==> src/rtl/muldiv_ctrl_if.sv <==
// rtl/muldiv_ctrl_if.sv - Request/result bundle between the control unit and muldiv_ctrl
interface muldiv_ctrl_if #(parameter int WIDTH = 32);
  logic             start;
  logic [1:0]       op;
  logic             abort;
  logic [WIDTH-1:0] SrcA;
  logic [WIDTH-1:0] SrcB;
  logic             busy;
  logic             done;
  logic             div_zero;
  logic [WIDTH-1:0] HI;
  logic [WIDTH-1:0] LO;

  modport master (output start, op, abort, SrcA, SrcB,
                  input  busy, done, div_zero, HI, LO);
  modport slave  (input  start, op, abort, SrcA, SrcB,
                  output busy, done, div_zero, HI, LO);
endinterface

==> src/rtl/muldiv_ctrl.sv <==
// rtl/muldiv_ctrl.sv - Multicycle shift-add multiply / restoring divide sequencer with HI/LO
// Optional MULDIV_EARLY_TERM_EN: multiply leaves RUN once the remaining multiplier bits are zero.
module muldiv_ctrl #(
  parameter int WIDTH = 32,
  parameter int CNT_W = 5
) (
  input  logic         clk,
  input  logic         reset,
  muldiv_ctrl_if.slave bus
);

  localparam logic [2:0] S_IDLE = 3'd0;
  localparam logic [2:0] S_PREP = 3'd1;
  localparam logic [2:0] S_RUN  = 3'd2;
  localparam logic [2:0] S_FIX  = 3'd3;
  localparam logic [2:0] S_DONE = 3'd4;

  logic [2:0]         state;
  logic [CNT_W-1:0]   cnt;
  logic [1:0]         op_q;
  logic [WIDTH-1:0]   a_q;
  logic [WIDTH-1:0]   b_q;
  logic [2*WIDTH-1:0] acc;
  logic               neg_res;
  logic               neg_dvd;
  logic               dz_q;
  logic [WIDTH-1:0]   hi_q;
  logic [WIDTH-1:0]   lo_q;

  logic               is_div;
  logic               is_signed;
  logic [WIDTH-1:0]   a_mag;
  logic [WIDTH-1:0]   b_mag;
  logic [WIDTH:0]     mul_sum;
  logic [2*WIDTH-1:0] mul_next;
  logic [WIDTH:0]     rem_sh;
  logic [WIDTH-1:0]   rem_trial;
  logic [2*WIDTH-1:0] div_next;
  logic [2*WIDTH-1:0] prod_fix;
  logic [WIDTH-1:0]   hi_fix;
  logic [WIDTH-1:0]   lo_fix;

  assign is_div    = op_q[1];
  assign is_signed = ~op_q[0];

  always_comb begin
    a_mag    = (is_signed && a_q[WIDTH-1]) ? -a_q : a_q;
    b_mag    = (is_signed && b_q[WIDTH-1]) ? -b_q : b_q;

    // Multiply: b_q is the shifting multiplier, acc collects the product from the top down.
    mul_sum  = {1'b0, acc[2*WIDTH-1:WIDTH]} + ({1'b0, a_q} & {(WIDTH+1){b_q[0]}});
    mul_next = {mul_sum, acc[WIDTH-1:1]};

    // Divide: acc = {rem, quot}; rem_sh carries the extra bit shifted out of rem.
    rem_sh    = acc[2*WIDTH-1:WIDTH-1];
    rem_trial = rem_sh[WIDTH-1:0] - b_q;
    if (rem_sh >= {1'b0, b_q})
      div_next = {rem_trial, acc[WIDTH-2:0], 1'b1};
    else
      div_next = {rem_sh[WIDTH-1:0], acc[WIDTH-2:0], 1'b0};

    prod_fix = neg_res ? -acc : acc;
    if (is_div) begin
      hi_fix = neg_dvd ? -acc[2*WIDTH-1:WIDTH] : acc[2*WIDTH-1:WIDTH];
      lo_fix = neg_res ? -acc[WIDTH-1:0] : acc[WIDTH-1:0];
    end else begin
      hi_fix = prod_fix[2*WIDTH-1:WIDTH];
      lo_fix = prod_fix[WIDTH-1:0];
    end
  end

`ifdef MULDIV_EARLY_TERM_EN
  logic [CNT_W:0] sh_amt;
  assign sh_amt = {1'b0, cnt} + (CNT_W+1)'(1);
`endif

  always_ff @(posedge clk or negedge reset) begin
    if (!reset) begin
      state   <= S_IDLE;
      cnt     <= '0;
      op_q    <= '0;
      a_q     <= '0;
      b_q     <= '0;
      acc     <= '0;
      neg_res <= 1'b0;
      neg_dvd <= 1'b0;
      dz_q    <= 1'b0;
      hi_q    <= '0;
      lo_q    <= '0;
    end else if (bus.abort) begin
      // Abort also blocks a start sampled in IDLE.
      state <= S_IDLE;
    end else begin
      case (state)
        S_IDLE, S_DONE: begin
          if (bus.start) begin
            state <= S_PREP;
            op_q  <= bus.op;
            a_q   <= bus.SrcA;
            b_q   <= bus.SrcB;
            dz_q  <= 1'b0;
          end else begin
            state <= S_IDLE;
          end
        end
        S_PREP: begin
          a_q     <= a_mag;
          b_q     <= b_mag;
          neg_res <= is_signed & (a_q[WIDTH-1] ^ b_q[WIDTH-1]);
          neg_dvd <= is_signed & a_q[WIDTH-1];
          cnt     <= CNT_W'(WIDTH-1);
          acc     <= is_div ? {{WIDTH{1'b0}}, a_mag} : '0;
          // Divide-by-zero passes through FIX without writing so DONE lands two edges after accept.
          if (is_div && (b_q == '0)) begin
            dz_q  <= 1'b1;
            state <= S_FIX;
          end else begin
            state <= S_RUN;
          end
        end
        S_RUN: begin
          cnt <= cnt - CNT_W'(1);
          if (is_div) begin
            acc <= div_next;
          end else begin
            acc <= mul_next;
            b_q <= b_q >> 1;
          end
          if (cnt == '0)
            state <= S_FIX;
`ifdef MULDIV_EARLY_TERM_EN
          if (!is_div && (b_q == '0)) begin
            acc   <= acc >> sh_amt;
            state <= S_FIX;
          end
`endif
        end
        S_FIX: begin
          if (!dz_q) begin
            hi_q <= hi_fix;
            lo_q <= lo_fix;
          end
          state <= S_DONE;
        end
        default: state <= S_IDLE;
      endcase
    end
  end

  assign bus.busy     = (state == S_PREP) || (state == S_RUN) || (state == S_FIX);
  assign bus.done     = (state == S_DONE);
  assign bus.div_zero = (state == S_DONE) && dz_q;
  assign bus.HI       = hi_q;
  assign bus.LO       = lo_q;

endmodule

==> src/flat_wrapper.sv <==
// flat-port wrapper written by rule: the top's interface ports become plain ports
module muldiv_ctrl_flat 
#(
  parameter int WIDTH = 32,
  parameter int CNT_W = 5
)
  (clk, reset, bus_start, bus_op, bus_abort, bus_SrcA, bus_SrcB, bus_busy, bus_done, bus_div_zero, bus_HI, bus_LO);
  muldiv_ctrl_if #(.WIDTH(WIDTH)) bus_i ();
  input  logic clk;
  input  logic reset;
  input wire logic [$bits(bus_i.start)-1:0] bus_start;
  input wire logic [$bits(bus_i.op)-1:0] bus_op;
  input wire logic [$bits(bus_i.abort)-1:0] bus_abort;
  input wire logic [$bits(bus_i.SrcA)-1:0] bus_SrcA;
  input wire logic [$bits(bus_i.SrcB)-1:0] bus_SrcB;
  output wire logic [$bits(bus_i.busy)-1:0] bus_busy;
  output wire logic [$bits(bus_i.done)-1:0] bus_done;
  output wire logic [$bits(bus_i.div_zero)-1:0] bus_div_zero;
  output wire logic [$bits(bus_i.HI)-1:0] bus_HI;
  output wire logic [$bits(bus_i.LO)-1:0] bus_LO;
  assign bus_i.start = bus_start;
  assign bus_i.op = bus_op;
  assign bus_i.abort = bus_abort;
  assign bus_i.SrcA = bus_SrcA;
  assign bus_i.SrcB = bus_SrcB;
  assign bus_busy = bus_i.busy;
  assign bus_done = bus_i.done;
  assign bus_div_zero = bus_i.div_zero;
  assign bus_HI = bus_i.HI;
  assign bus_LO = bus_i.LO;
  muldiv_ctrl #(.WIDTH(WIDTH), .CNT_W(CNT_W)) u_core (.clk(clk), .reset(reset), .bus(bus_i));
endmodule
==> config.mk <==
export PLATFORM = sky130hd
export DESIGN_NAME = muldiv_ctrl_flat
export DESIGN_NICKNAME = d
export VERILOG_FILES = /design/src/rtl/muldiv_ctrl_if.sv /design/src/rtl/muldiv_ctrl.sv /design/src/flat_wrapper.sv
export SDC_FILE = /design/constraint.sdc
export NUM_CORES = 1
export LEC_CHECK = 0
export ABC_AREA = 1
export BUFFER_PORTS_ARGS = -buffer_cell sky130_fd_sc_hd__buf_2
export CAP_MARGIN = 25
export CORE_AREA = 10 10 173 239
export DETAILED_ROUTE_END_ITERATION = 10
export DIE_AREA = 0 0 183 249
export PLACE_DENSITY = 0.71
export REMOVE_ABC_BUFFERS = 1
export SLEW_MARGIN = 15
export SYNTH_ARGS = -nofsm -noshare
export SYNTH_HDL_FRONTEND = slang
export SYNTH_SLANG_ARGS = --single-unit
==> constraint.sdc <==
create_clock -name clk -period 2.7 [get_ports clk]
set_input_delay 0.54 -clock clk [delete_from_list [all_inputs] [get_ports clk]]
set_output_delay 0.54 -clock clk [all_outputs]
set_load 0.02 [all_outputs]
[Yosys cells after proc, flatten, opt, wreduce, memory -nomap -nowiden]
Index checks and enable logic that the tools add are counted.
Word-level totals
  flip-flop bits (word level): 205
  output and inout port bits: 67
  word-level logic and storage cells: 81
Cells by class
  eq/ne operators: 9
  bitwise logic cells: 7
  multiplexer cells: 25
  order comparisons: 1
  reductions and logical operators: 20
  add/sub/neg operators: 8
Operator list (count)
  $mux W32: 10
  $mux W64: 3
  $neg A32 Y32: 4
  $pmux W64 S2: 1
  $pmux W32 S3: 1
  $neg A64 Y64: 1
  $pmux W32 S2: 1
  $add A32 B33 Y33: 1
  $and A32 B33 Y33: 1
  $ge A33 B32 Y1: 1
  $logic_not A32 Y1: 1
  $sub A32 B32 Y32: 1
  $pmux W3 S4: 1
  $pmux W5 S2: 1
  $reduce_and A3 Y1: 3
  $eq A3 B2 Y1 const B: 2
  $mux W3: 2
  $logic_not A5 Y1: 1
  $reduce_and A5 Y1: 1
  $sub A5 B1 Y5 const B: 1
  $logic_and A1 B1 Y1: 4
  $mux W1: 4
  $ne A2 B1 Y1 const B: 2
  $ne A2 B2 Y1 const B: 2
  other kinds (14): 20

[Logic depth before layout (Yosys ltp)]
  depth in word-level cells: 5
  depth in mapped cells: 21
  mapped depth without buffers: 19

[Worst setup path before layout]
Ideal clock, no wire load.
  kind: register to register
  start point: register u_core.b_q[0]
  end point: register u_core.acc[63]
  arrival time: 2.418 ns
  stages on the path, launching flop included: 19
  setup slack: 0.216 ns
  clock period less this slack: 2.484 ns
  cell sequence: dfrtp_1 > buf_6 > clkbuf_1 > nand2_1 > inv_1 > ha_1 > inv_1 > fa_1 > o21ai_1 > inv_1 > o21bai_1 > nand2_1 > nand2_1 > nand2_1 > nand3_1 > nand2_1 > inv_1 > nand2_1 > nand2_1
Between the ends
  longest elaborated chain between the ends: 4
RTL lines
  start, declared: RTL line muldiv_ctrl.sv:22  | logic [WIDTH-1:0] b_q;
  start signal, assigned: RTL line muldiv_ctrl.sv:100  | b_q <= bus.SrcB;
  start signal, assigned: RTL line muldiv_ctrl.sv:108  | b_q <= b_mag;
  start signal, assigned: RTL line muldiv_ctrl.sv:127  | b_q <= b_q >> 1;
  $and A32 B33 Y33, or another cell as far along: RTL line muldiv_ctrl.sv:51  | mul_sum = {1'b0, acc[2*WIDTH-1:WIDTH]} + ({1'b0, a_q} & {(WIDTH+1){b_q[0]}});
  $add A32 B33 Y33 / $mux W64 (equally long branches): RTL line muldiv_ctrl.sv:51, muldiv_ctrl.sv:57
  $mux W64 *: RTL line muldiv_ctrl.sv:123  | if (is_div) begin
  $pmux W64 S2 *: RTL line muldiv_ctrl.sv:94  | case (state)
  end signal, assigned: RTL line muldiv_ctrl.sv:112  | acc <= is_div ? {{WIDTH{1'b0}}, a_mag} : '0;
  end signal, assigned: RTL line muldiv_ctrl.sv:124  | acc <= div_next;
  end signal, assigned: RTL line muldiv_ctrl.sv:126  | acc <= mul_next;
  end, declared: RTL line muldiv_ctrl.sv:23  | logic [2*WIDTH-1:0] acc;
Every way passes the cells marked *; elsewhere a longest branch is shown, timed or not.
A chain may end at the register's enable or synchronous reset.

[Final worst setup path]
  start point: register u_core.acc[45]
  end point: register u_core.acc[51]
Between the ends
  longest elaborated chain between the ends: 4
RTL lines
  $sub A32 B32 Y32 / $ge A33 B32 Y1 (equally long branches): RTL line muldiv_ctrl.sv:56, muldiv_ctrl.sv:57
  $mux W64: RTL line muldiv_ctrl.sv:57  | if (rem_sh >= {1'b0, b_q})
  $mux W64 *: RTL line muldiv_ctrl.sv:123
  $pmux W64 S2 *: RTL line muldiv_ctrl.sv:94
Marks and branches as above.

==> metrics.csv <==
stage,metric,value,unit
status,outcome,"finished, final reports clean",
finish,syn2layout_area_growth,14.5,%
synth,ys.flop_type,dfrtp_1,
power_and_ir_drop,p_clk_share,11.1,%
run,cap_violations,0,
power_and_ir_drop,p_leak,0.0116,uW
synth,synth_area,19300,sq um
drt,drtPass1Iterations,6,
synth,synth_top_area_share,26.5,%
worst_hold_path,min_path_type,in -> reg,
sta,finalSetupTns,0,ns
drt,ant_nets,0,
sta,setup-violations-final,0,
power_and_ir_drop,p_int,12700,uW
floorplanning,start_util,52.6,%
synth,netlist_instances,3186,
power_and_ir_drop,comb_power_share,67.7,%
synth,synth_cell_types,63,
clocking,cts_sinks,205,
power_and_ir_drop,cellPowerDensity,1330,nW/um^2
floorplanning,die_y,249,um
worst_setup_path,critPathArrivalTime,3.05,ns
synth,yosys.area.top_type,dfrtp_1,
sta,fin_skew,0.0339,ns
clocking,cts_made_buffers,25,
finish,fin_cells,3866,
sta,timing.final.crit_period,2.61,ns
floorplanning,die_area,45600,sq um
finish,drive_above_1_share,12.6,%
synth,synth_edf_count,0,
drt,wl_met3,5.37,mm
finish,layout_commonest_cell,nand2_1,
worst_setup_path,start_kind,flop,
synth,synth.avg_cell_area,6.07,sq um
drt,via_count,22566,
placed_design,hpwl,64.3,mm
clocking,cts_tree,built,
floorplanning,core_area,36800,sq um
drt,top_layer,met4,
grt,grt.total_usage,34.1,%
drt,drt_iter0_markers,2262,
power_and_ir_drop,swShare,56.6,%
floorplanning,rows,83,
sta,slew_headroom,49.2,%
power_and_ir_drop,pwr-share-seq,21.3,%
grt,grt_pass1_vias,21307,
worst_setup_path,path_class,reg -> reg,
synth,synth-seq-cells,205,
drt,routedLengthMet1,30.1,mm
grt,grt_max_degree,79,
synth,seq_area_frac_synth,26.5,%
worst_setup_path,critPathRequiredTime,3.14,ns
clocking,cts_max_path_buffers,3,
sta,fin_crit_sh,96.7,%
power_and_ir_drop,peakVddDrop,792,uV
finish,n_antenna_cell,0,
drt,wl_per_cell,20.8,um
synth,ys_warn_count,0,
drt,drc,0,
clocking,cts.htree.levels,1,
finish,finalNetCount,3527,
floorplanning,io-pin-count,137,
floorplanning,die_w,183,um
sta,slew_violations,0,
synth,yosys-top-cells-area,"dfrtp_1, nand2_1, inv_1",
clocking,path_clk_slew,0.06,ns
sta,max_freq,383,MHz
sta,worstMarginPinSlew,0.762,ns
clocking,clk_latency,0.57,ns
placed_design,port-buffer-count,136,
drt,routed_wl,80.4,mm
drt,met2_length,37.3,mm
grt,grt_pass1_wl,123,mm
synth,synthArstFlopShare,100,%
drt,viasPerCell,5.84,
sta,hold_viol,0,
grt,antenna_found_initial,0,
worst_setup_path,endpoint_kind,flop,
power_and_ir_drop,power.switching,16600,uW
placed_design,dp_cells,3823,
placed_design,gp_congestion,1.04,
clocking,root_buffer,clkbuf_16,
grt,overflow,0,
finish,layout_common_cells,"nand2_1, inv_1, nor2_1",
worst_setup_path,path_max_fanout,16,
-- worst max-delay path, stage by stage, from the launching register on --
cell and delay [ns]:
dfrtp_1 0.57, ha_2 0.49, nand2_1 0.12, nor2_1 0.18
nand2_1 0.08, nand3_1 0.11, inv_2 0.05, nand2_2 0.09
nand2_4 0.09, nand2_8 0.17, clkinvlp_4 0.23, nand2_1 0.11
nand3_1 0.08, nand2_1 0.07, nand2_1 0.04
-- logic make-up (layout without fill, tap and decap cells) --
family	Yosys count	count (layout)	share of synthesized area [%]
AOI/OAI and AO/OA	501	501	14.6
xor gates and xnor gates	68	68	3.08
adders and majority gates	72	72	4.74
buffers and inverters	521	734	10.6
DFF	205	205	26.5
muxes	1	1	0.0582
and+or+nand+nor	1818	1818	40.4
-- registers in the layout, summed over array words and instances (netlist names) --
name,cells
u_core.acc,64
u_core.a_q,32
u_core.b_q,32
u_core.bus.HI,32
u_core.bus.LO,32
u_core.cnt,5
u_core.state,3
u_core.op_q,2
u_core.dz_q,1
u_core.neg_dvd,1
u_core.neg_res,1
-- through the flow --
stage / total power [uW] / util, % / hold slack [ns] / worst slack [ns] / cell area, sq um
2_1_floorplan: 17800 / - / 0.244 / -1.78 / 18800
3_3_place_gp: 25200 / 57.9 / 0.448 / 0.148 / 21300
3_5_place_dp: 25500 / 57.9 / 0.454 / 0.127 / 21300
4_1_cts: 28800 / 60.0 / 0.228 / 0.117 / 22100
5_1_grt: 31400 / 60.2 / 0.256 / -0.0288 / 22100
6_report: 29400 / 60.2 / 0.234 / 0.0882 / 22100
-- synthesized netlist by cell type, types with 4 or more instances --
master,n
nand2_1,1006
inv_1,400
nor2_1,333
nand3_1,290
dfrtp_1,205
o21ai_0,203
a21oi_1,143
ha_1,70
xor2_1,62
nand4_1,58
clkbuf_1,56
nor3_1,38
buf_2,34
a31oi_1,26
a22oi_1,23
o21ai_1,23
o22ai_1,20
o211ai_1,18
nor2_2,15
nand2_2,14
nor2_4,13
nand3b_1,12
o21bai_1,12
inv_2,10
or2_2,10
buf_1,8
o21a_1,7
o21ai_2,6
xnor2_1,6
nand3_2,5
buf_4,4
clkinv_1,4
nor4_1,4
-- layout make-up --
type,instances,area [sq um]
clock buffers,37,731
clock inverters,4,30.0
fillers,3666,14600
inverters,415,1560
multi-input cells,2460,12200
flip-flops and latches,205,5140
well taps,467,584
repair buffers,278,1870
-- per-layer routing --
metal | track usage, % | up-vias
li1 | - | 10703
met5 | 0 | -
met4 | 27.4 | 0
met3 | 4.08 | 309
met2 | 55.8 | 1138
met1 | 39.4 | 10416
-- power by group through the flow --
stage                     logic, uW  clock network [uW]  registers (uW)
after CTS                     19400                3280            6150
final                         19900                3250            6250
after global placement        19100                   0            6140
after detailed placement      19300                   0            6170
after floorplan               11400                   0            6420
after global routing          21700                3390            6370
-- worst paths after layout --
path	end	from	cells past startpoint	slack (ns)
min in group asynchronous	u_core.a_q[10]	reset	2	0.45
max in group asynchronous	u_core.bus.HI[17]	reset	3	1.45
min	u_core.state[2]	bus_abort	2	0.23
max	u_core.acc[51]	u_core.acc[45]	14	0.09
max reg2reg	u_core.acc[51]	u_core.acc[45]	14	0.09
min reg2reg	u_core.bus.LO[12]	u_core.bus.LO[12]	2	0.47
-- timing repair --
action,CTS,global route
endpoints found under the setup margin,0,27
hold buffers,1,0
buffers inserted,0,1
hold endpoints to repair,37,0
resized for setup,0,19
No activity file was read; power rests on OpenSTA's default activity.
